[config.mk]
export PLATFORM = sky130hd
export DESIGN_NAME = btn_conditioner
export DESIGN_NICKNAME = d
export VERILOG_FILES = /design/src/rtl/btn_conditioner.sv
export SDC_FILE = /design/constraint.sdc
export NUM_CORES = 1
export LEC_CHECK = 0
export CAP_MARGIN = 20
export CORE_ASPECT_RATIO = 0.7
export CORE_MARGIN = 8
export CORE_UTILIZATION = 40
export CTS_CLUSTER_SIZE = 40
export DETAILED_ROUTE_END_ITERATION = 8
export DONT_BUFFER_PORTS = 1
export SYNTH_ARGS = -nofsm -noshare
export SYNTH_HDL_FRONTEND = slang
export SYNTH_SLANG_ARGS = --single-unit
[constraint.sdc]
create_clock -name sys_clk -period 3.3 [get_ports sys_clk]
set_clock_uncertainty 0.05 [all_clocks]
set_input_delay 0.165 -clock sys_clk [delete_from_list [all_inputs] [get_ports sys_clk]]
set_output_delay 0.165 -clock sys_clk [all_outputs]
set_load 0.005 [all_outputs]
[src/rtl/btn_conditioner.sv]
`default_nettype none
// ============================================================================
// Module   : btn_conditioner
// Brief    : Per-channel synchroniser, debounce filter, press/release pulses,
//            long-press hold flag and (with BTN_REPEAT_EN) auto-repeat train.
// Revision : 1.0 - initial release
// ============================================================================
module btn_conditioner #(
   parameter int BTN_NUM      = 3,
   parameter int DB_LIMIT     = 1_000_000,
   parameter int HOLD_LIMIT   = 50_000_000,
   parameter int REPEAT_LIMIT = 10_000_000
) (
   input  logic               sys_clk,
   input  logic               sys_rst_n,
   input  logic [BTN_NUM-1:0] btn_raw,
   output logic [BTN_NUM-1:0] btn_level,
   output logic [BTN_NUM-1:0] btn_press,
   output logic [BTN_NUM-1:0] btn_release,
   output logic [BTN_NUM-1:0] btn_hold,
   output logic [BTN_NUM-1:0] btn_repeat
);

   localparam int DB_W   = (DB_LIMIT > 1) ? $clog2(DB_LIMIT) : 1;
   localparam int HOLD_W = $clog2(HOLD_LIMIT + 1);

   localparam logic [DB_W-1:0]   DB_MAX   = DB_W'(DB_LIMIT - 1);
   localparam logic [HOLD_W-1:0] HOLD_PRE = HOLD_W'(HOLD_LIMIT - 1);

`ifdef BTN_REPEAT_EN
   localparam int REP_W = (REPEAT_LIMIT > 1) ? $clog2(REPEAT_LIMIT) : 1;
   localparam logic [REP_W-1:0] REP_MAX = REP_W'(REPEAT_LIMIT - 1);
`endif

   typedef enum logic [1:0] {
      ST_IDLE    = 2'd0,
      ST_PRESSED = 2'd1,
      ST_HELD    = 2'd2
   } btn_state_t;

   if (DB_LIMIT < 1 || HOLD_LIMIT < 1 || REPEAT_LIMIT < 1) begin : g_param_check
      $error("btn_conditioner: DB_LIMIT, HOLD_LIMIT and REPEAT_LIMIT must be >= 1");
   end

   for (genvar i = 0; i < BTN_NUM; i++) begin : g_ch
      logic              sync1_q, sync2_q;
      logic [DB_W-1:0]   db_cnt_q, db_cnt_d;
      logic [HOLD_W-1:0] hold_cnt_q, hold_cnt_d;
      btn_state_t        state_q, state_d;
      logic              press_q, press_d;
      logic              release_q, release_d;
      logic              level_cur;
      logic              flip;

      always_ff @(posedge sys_clk) begin
         if (!sys_rst_n) begin
            sync1_q    <= 1'b0;
            sync2_q    <= 1'b0;
            db_cnt_q   <= '0;
            hold_cnt_q <= '0;
            state_q    <= ST_IDLE;
            press_q    <= 1'b0;
            release_q  <= 1'b0;
         end else begin
            sync1_q    <= btn_raw[i];
            sync2_q    <= sync1_q;
            db_cnt_q   <= db_cnt_d;
            hold_cnt_q <= hold_cnt_d;
            state_q    <= state_d;
            press_q    <= press_d;
            release_q  <= release_d;
         end
      end

      // The filter counts consecutive disagreeing samples; the flip itself is
      // taken by the state machine so level, press and release move together.
      always_comb begin
         level_cur  = (state_q != ST_IDLE);
         flip       = 1'b0;
         db_cnt_d   = '0;
         hold_cnt_d = '0;
         state_d    = state_q;
         press_d    = 1'b0;
         release_d  = 1'b0;

         if (sync2_q != level_cur) begin
            if (db_cnt_q == DB_MAX) begin
               flip = 1'b1;
            end else begin
               db_cnt_d = db_cnt_q + 1'b1;
            end
         end

         case (state_q)
            ST_IDLE: begin
               if (flip) begin
                  state_d = ST_PRESSED;
                  press_d = 1'b1;
               end
            end
            ST_PRESSED: begin
               if (flip) begin
                  state_d   = ST_IDLE;
                  release_d = 1'b1;
               end else begin
                  hold_cnt_d = hold_cnt_q + 1'b1;
                  if (hold_cnt_q == HOLD_PRE) begin
                     state_d = ST_HELD;
                  end
               end
            end
            ST_HELD: begin
               if (flip) begin
                  state_d   = ST_IDLE;
                  release_d = 1'b1;
               end else begin
                  hold_cnt_d = hold_cnt_q;
               end
            end
            default: begin
               state_d = ST_IDLE;
            end
         endcase
      end

      assign btn_level[i]   = (state_q != ST_IDLE);
      assign btn_hold[i]    = (state_q == ST_HELD);
      assign btn_press[i]   = press_q;
      assign btn_release[i] = release_q;

`ifdef BTN_REPEAT_EN
      logic [REP_W-1:0] rep_cnt_q, rep_cnt_d;
      logic             rep_q, rep_d;

      always_ff @(posedge sys_clk) begin
         if (!sys_rst_n) begin
            rep_cnt_q <= '0;
            rep_q     <= 1'b0;
         end else begin
            rep_cnt_q <= rep_cnt_d;
            rep_q     <= rep_d;
         end
      end

      // Gating on the next state keeps the release cycle free of pulses.
      always_comb begin
         rep_cnt_d = '0;
         rep_d     = 1'b0;
         if (state_d == ST_HELD) begin
            if (state_q != ST_HELD) begin
               rep_d = 1'b1;
            end else if (rep_cnt_q == REP_MAX) begin
               rep_d = 1'b1;
            end else begin
               rep_cnt_d = rep_cnt_q + 1'b1;
            end
         end
      end

      assign btn_repeat[i] = rep_q;
`else
      assign btn_repeat[i] = 1'b0;
`endif
   end

endmodule
`default_nettype wire

# Yosys cells after proc, flatten, opt, wreduce, memory -nomap -nowiden
# Cells that the tools add are included.
# word_totals
reg_bits	156
in_bits	5
out_inout_bits	15
word_cells	109
# op_classes
n_addsub	6
n_eq_ne	24
muxes	33
bitwise	4
n_reduce_logical	21
# ops
op	count
two-way mux 26 bit	6
one-hot mux 26 bit (2 select lines)	3
adder 26 x 1 -> 26 bit (second input constant)	3
== test 26 bit (second input constant)	3
adder 20 x 1 -> 20 bit (second input constant)	3
== test 20 bit (second input constant)	3
two-way mux 2 bit	12
one-hot mux 2 bit (3 select lines)	3
AND reduction 2 bit	6
two-way mux 1 bit	9
inequality test 3 bit (second input constant)	3
AND reduction 3 bit	3
OR reduction 3 bit	3
== test 2 x 1 -> 1 bit (second input constant)	3
== test 2 bit (second input constant)	3
logical NOT 2 bit	3
inequality test 2 x 1 -> 1 bit (second input constant)	3
inequality test 2 bit (second input constant)	3
nonzero test 2 bit	3
OR reduction 2 bit	3
inverter 1 bit	4
inequality test 1 bit	3

# Logic depth before layout (Yosys ltp)
# logic_depth
depth_word	5
mapped_depth	9
mapped_depth_nobuf	7

# Worst setup path before layout
# Ideal clock, no wire load.
# synth_timing
kind	flip-flop to flip-flop
startpoint	register g_ch[0].hold_cnt_q[0]
endpoint	register g_ch[0].state_q[0]
setup_ns	0.116
arrival_time_ns	2.183
t_required_ns	3.134
slack_ns	0.951
path_stages_with_launch	7
n_path_buf	0
period_less_slack_ns	2.349
path_cell_list	dfxtp_1 -> ha_1 -> nand3_2 -> or4_4 -> or4_4 -> a211o_1 -> a41o_1
# synth_via
elab_chain_len	3
# synth_rtl
element	line	source
start, declared	48	logic [HOLD_W-1:0] hold_cnt_q, hold_cnt_d;
start signal, assigned	68	hold_cnt_q <= hold_cnt_d;
== test 26 bit	107	if (hold_cnt_q == HOLD_PRE) begin
inequality test 3 bit (no line)	n/a	
AND reduction 3 bit (no line)	n/a	
end signal, assigned	69	state_q <= state_d;
end, declared	49	btn_state_t state_q, state_d;
# No other way between the ends.
# A chain may end at the register's enable or synchronous reset.

# Worst setup path after layout
# layout_timing
startpoint	register g_ch[2].state_q[0]
endpoint	register g_ch[2].hold_cnt_q[13]
# layout_via
elab_chain_len	5
elab_cells_between_ends	8
cone_classes	eq/ne: 4; mux: 3; reduce/logical: 1
# layout_rtl
element	line	source
start, declared	49	
start signal, assigned	69	
nonzero test 2 bit	78	level_cur = (state_q != ST_IDLE);
inequality test 1 bit	86	if (sync2_q != level_cur) begin
two-way mux 1 bit	86	
two-way mux 26 bit	102	if (flip) begin
one-hot mux 26 bit (2 select lines)	94	case (state_q)
end signal, assigned	68	
end, declared	48	
# Parallel ways exist; a longest one is shown, timed or not.

==> impl_results.md <==
* CP startpoint kind: register
* Via/cell ratio at 5.47
* Sw Ratio at 0.225
* IO Count at 20
* Top cells by area, synth: dfxtp_1 41%, nor2_1 5.2%, a21oi_1 4.4%
* Post-synth top flop: dfxtp_1
* Syn-to-layout area delta at 10.6%
* Post-synth ARST share at 0
* Crit path DAT at 2.86 ns
* Nets at 926
* Chip width at 181 um
* WL final at 16.5 mm
* Avg WL per Cell at 14.2 um
* Worst-Margin Slew at 0.931 ns
* CP Max Fanout at 25
* Initial DRC count at 517
* N_diodes at 0
* Comb pwr share at 0.007
* CTS resizes at 0
* Die span in y at 131 um
* Final Max Slew Viols at 0
* Pre-antenna DRT Iters at 4
* RSZ-0062 raised after global routing: false
* Setup violations, final at 0
* Clock power frac at 0.512
* Final Util at 0.447
* RR Startpoint: g_ch[2].state_q[0]
* Overflow left after global routing at 0
* Final GP Congestion at 0.804
* Fillers at 1818
* GR Util All Layers at 0.138
* Setup Buffers After CTS at 0
* H-tree levels at 4
* Hold Vio Cnt, Final at 0
* Fin crit period at 2.64 ns
* Yosys warns at 0
* CTS buffer count at 17
* Max-cap violations at 0
* CP Depth at 8
* Setup crit end kind: register
* Core ar. at 18800 um^2
* Critical path origin: g_ch[2].state_q[0]
* Buffers on Ports at 0
* Worst path slowest cell: a21boi_2
* Vias in the first global route at 5381
* Synth area leader: dfxtp_1
* Worst Reg-to-Reg Cells at 8
* F_max at 379 MHz
* Dpl hpwl at 11.1 mm
* Pwr Density at 468 nW/um^2
* Sequential fraction of the synthesis area at 0.412
* Tcrit/Tclk final at 0.800
* CTS tree: yes
* Worst setup path class: register to register
* Hold Startpoint: sys_rst_n
* WP buf/inv at 2
* Synth cell types at 57
* First-pass GRT wire length at 27.5 mm
* Share of the synthesized area in the top cell type at 0.412
* Routed via count at 6345
* Sink Count at 156
* Post-route antenna net violation count at 0
* Worst EP required at 3.52 ns
* Status: complete, no violations
* Layout cells sized above 1 at 0.0631
* Initial Util at 0.404
* Max clock buf depth at 2
* Setup TNS at 0 ns
* Peak supply drop at 0.330 mV
* Root Driver: clkbuf_16
* Post-Synthesis Cell Area at 7590 um^2
* Clock latency on the worst-skew pair at 0.42 ns
* Min-delay worst type: primary input to register
* Largest net degree at the start of global routing at 43
* Clock slew at reported path FFs at 0.07 ns
* DRC viols at 0
* Full die area at 23700 um^2
* Top delay family on crit path: compound AO/OA/AOI/OAI gates
* Row count at 42
* Psw at 0.885 mW
* Sequential power share at 0.481
* Crit path cell chain: inv_1 > ha_1 > xnor2_1 > and3_1 > a21boi_2 > buf_4 > or4_1 > a21oi_1
* Syn avg cell area at 8.23 um^2
* Leakage at 2.51 nW
* Cell count after synthesis at 922
* Hold depth at 3
* Rel. slew slack at 0.373
* EDFF count, synth at 0
* P_int at 3.04 mW
* Yosys reg bits at 156
* Slowest stage delay, CP at 0.72 ns
* Initial antenna violation count at 0
-- cells in the final DEF (no fill, tap or decap), types with 4 or more instances in the layout --
master | synthesis | routed
nand2_1 | 75 | 75
buf_4 | 12 | 5
a21oi_1 | 67 | 67
or4_1 | 24 | 24
o211ai_1 | 6 | 6
inv_1 | 29 | 29
or3_1 | 35 | 35
and3_1 | 22 | 22
nor4_1 | 17 | 17
dfxtp_1 | 156 | 156
nand2b_1 | 6 | 6
mux2i_1 | 4 | 4
nor4b_1 | 8 | 8
xnor2_1 | 32 | 32
or4b_2 | 6 | 6
nor3_1 | 17 | 17
and2_1 | 15 | 15
nand4_1 | 33 | 33
ha_1 | 15 | 15
o21ai_0 | 35 | 35
o41ai_1 | 6 | 6
and4_1 | 10 | 10
nor2_1 | 105 | 105
o31ai_1 | 21 | 21
nand3_1 | 59 | 59
dlygate4sd3_1 | 0 | 7
clkbuf_16 | 0 | 17
xor2_1 | 26 | 26
-- per-stage QoR --
| stage | total power [mW] | setup WS [ns] | instances | hold WS (ns) | area (um^2) |
|---|---|---|---|---|---|
| 3_3_place_gp | 1.95 | 0.784 | 1122 | 0.245 | 7720 |
| 6_report | 3.93 | 0.660 | 1161 | 0.0502 | 8390 |
| 3_5_place_dp | 1.95 | 0.680 | 1122 | 0.245 | 7720 |
| 5_1_grt | 4.08 | 0.468 | 1161 | 0.0570 | 8390 |
| 4_1_cts | 3.99 | 0.661 | 1161 | 0.0170 | 8390 |
| 2_1_floorplan | 1.95 | 0.951 | 924 | 0.242 | 7590 |
-- power by group through the flow --
| stage | clock network (mW) | registers [mW] | logic (mW) |
|---|---|---|---|
| 4_1_cts | 2.07 | 1.89 | 0.0278 |
| 3_5_place_dp | 0 | 1.93 | 0.0180 |
| 5_1_grt | 2.16 | 1.89 | 0.0307 |
| 2_1_floorplan | 0 | 1.93 | 0.0188 |
| 3_3_place_gp | 0 | 1.93 | 0.0184 |
| 6_report | 2.01 | 1.89 | 0.0277 |
-- layout make-up --
cell class / instances / area (um^2) / share of cell area
sequential: 156 / 3120 / 0.372
timing repair buffer: 12 / 108 / 0.0128
inverter: 29 / 109 / 0.0130
clock buffer: 18 / 429 / 0.0511
clock inverter: 14 / 176 / 0.0210
multi-input combinational: 690 / 4150 / 0.494
tap: 242 / 303 / 0.0361
-- flip-flops by register name, indices dropped and copies added, names as in the netlist --
signal           count
g_ch.press_q         3
g_ch.db_cnt_q       60
g_ch.sync1_q         3
g_ch.state_q         6
g_ch.hold_cnt_q     78
g_ch.release_q       3
g_ch.sync2_q         3
-- Yosys cell counts (3+ instances only) --
cell	number
dfxtp_1	156
nor2_1	105
nand2_1	75
a21oi_1	67
nand3_1	59
clkbuf_1	35
o21ai_0	35
or3_1	35
nand4_1	33
xnor2_1	32
inv_1	29
xor2_1	26
or4_1	24
and3_1	22
o31ai_1	21
nor3_1	17
nor4_1	17
and2_1	15
ha_1	15
buf_4	12
and4_1	10
nor4b_1	8
nand2b_1	6
o211ai_1	6
o41ai_1	6
or4b_2	6
mux2i_1	4
a21boi_1	3
o21a_1	3
o31a_1	3
-- per-layer routing --
layer,share of wire,GRT usage,up-vias
met1,0.56,0.214,2907
met5,0,0,-
li1,-,-,3298
met4,0.0086,0.0490,0
met3,0.047,0.0344,10
met2,0.38,0.177,130
-- final timing paths --
kind / end / slack, ns
max: g_ch[2].hold_cnt_q[13] / 0.66
min: g_ch[0].hold_cnt_q[25] / 0.05
max reg2reg: g_ch[2].hold_cnt_q[13] / 0.66
min reg2reg: g_ch[2].sync2_q / 0.39
-- kinds of logic (layout without fill, tap and decap cells) --
| family | count (synthesis) | after routing | share of synthesized area |
|---|---|---|---|
| AO/OA/AOI/OAI | 157 | 157 | 0.125 |
| XOR/XNOR | 58 | 58 | 0.0670 |
| adder cells (fa/ha/maj) | 15 | 15 | 0.0247 |
| buffers and inverters | 78 | 73 | 0.0445 |
| flip-flops | 156 | 156 | 0.412 |
| multiplexers | 4 | 4 | 0.00528 |
| other | 1 | 3 | 0.000494 |
| AND/OR/NAND/NOR | 453 | 453 | 0.322 |
-- worst min-delay path, cell delays in order --
cell and delay, ns:
o21ai_0 0.08, a21oi_1 0.11, o21a_1 0.12
-- repair_timing --
| item | 4_1_cts | 5_1_grt |
|---|---|---|
| hold endpoints to repair | 23 | 0 |
| endpoints found under the setup margin | 0 | 0 |
| hold buffers | 7 | 0 |
No activity file was read; power rests on OpenSTA's default activity.
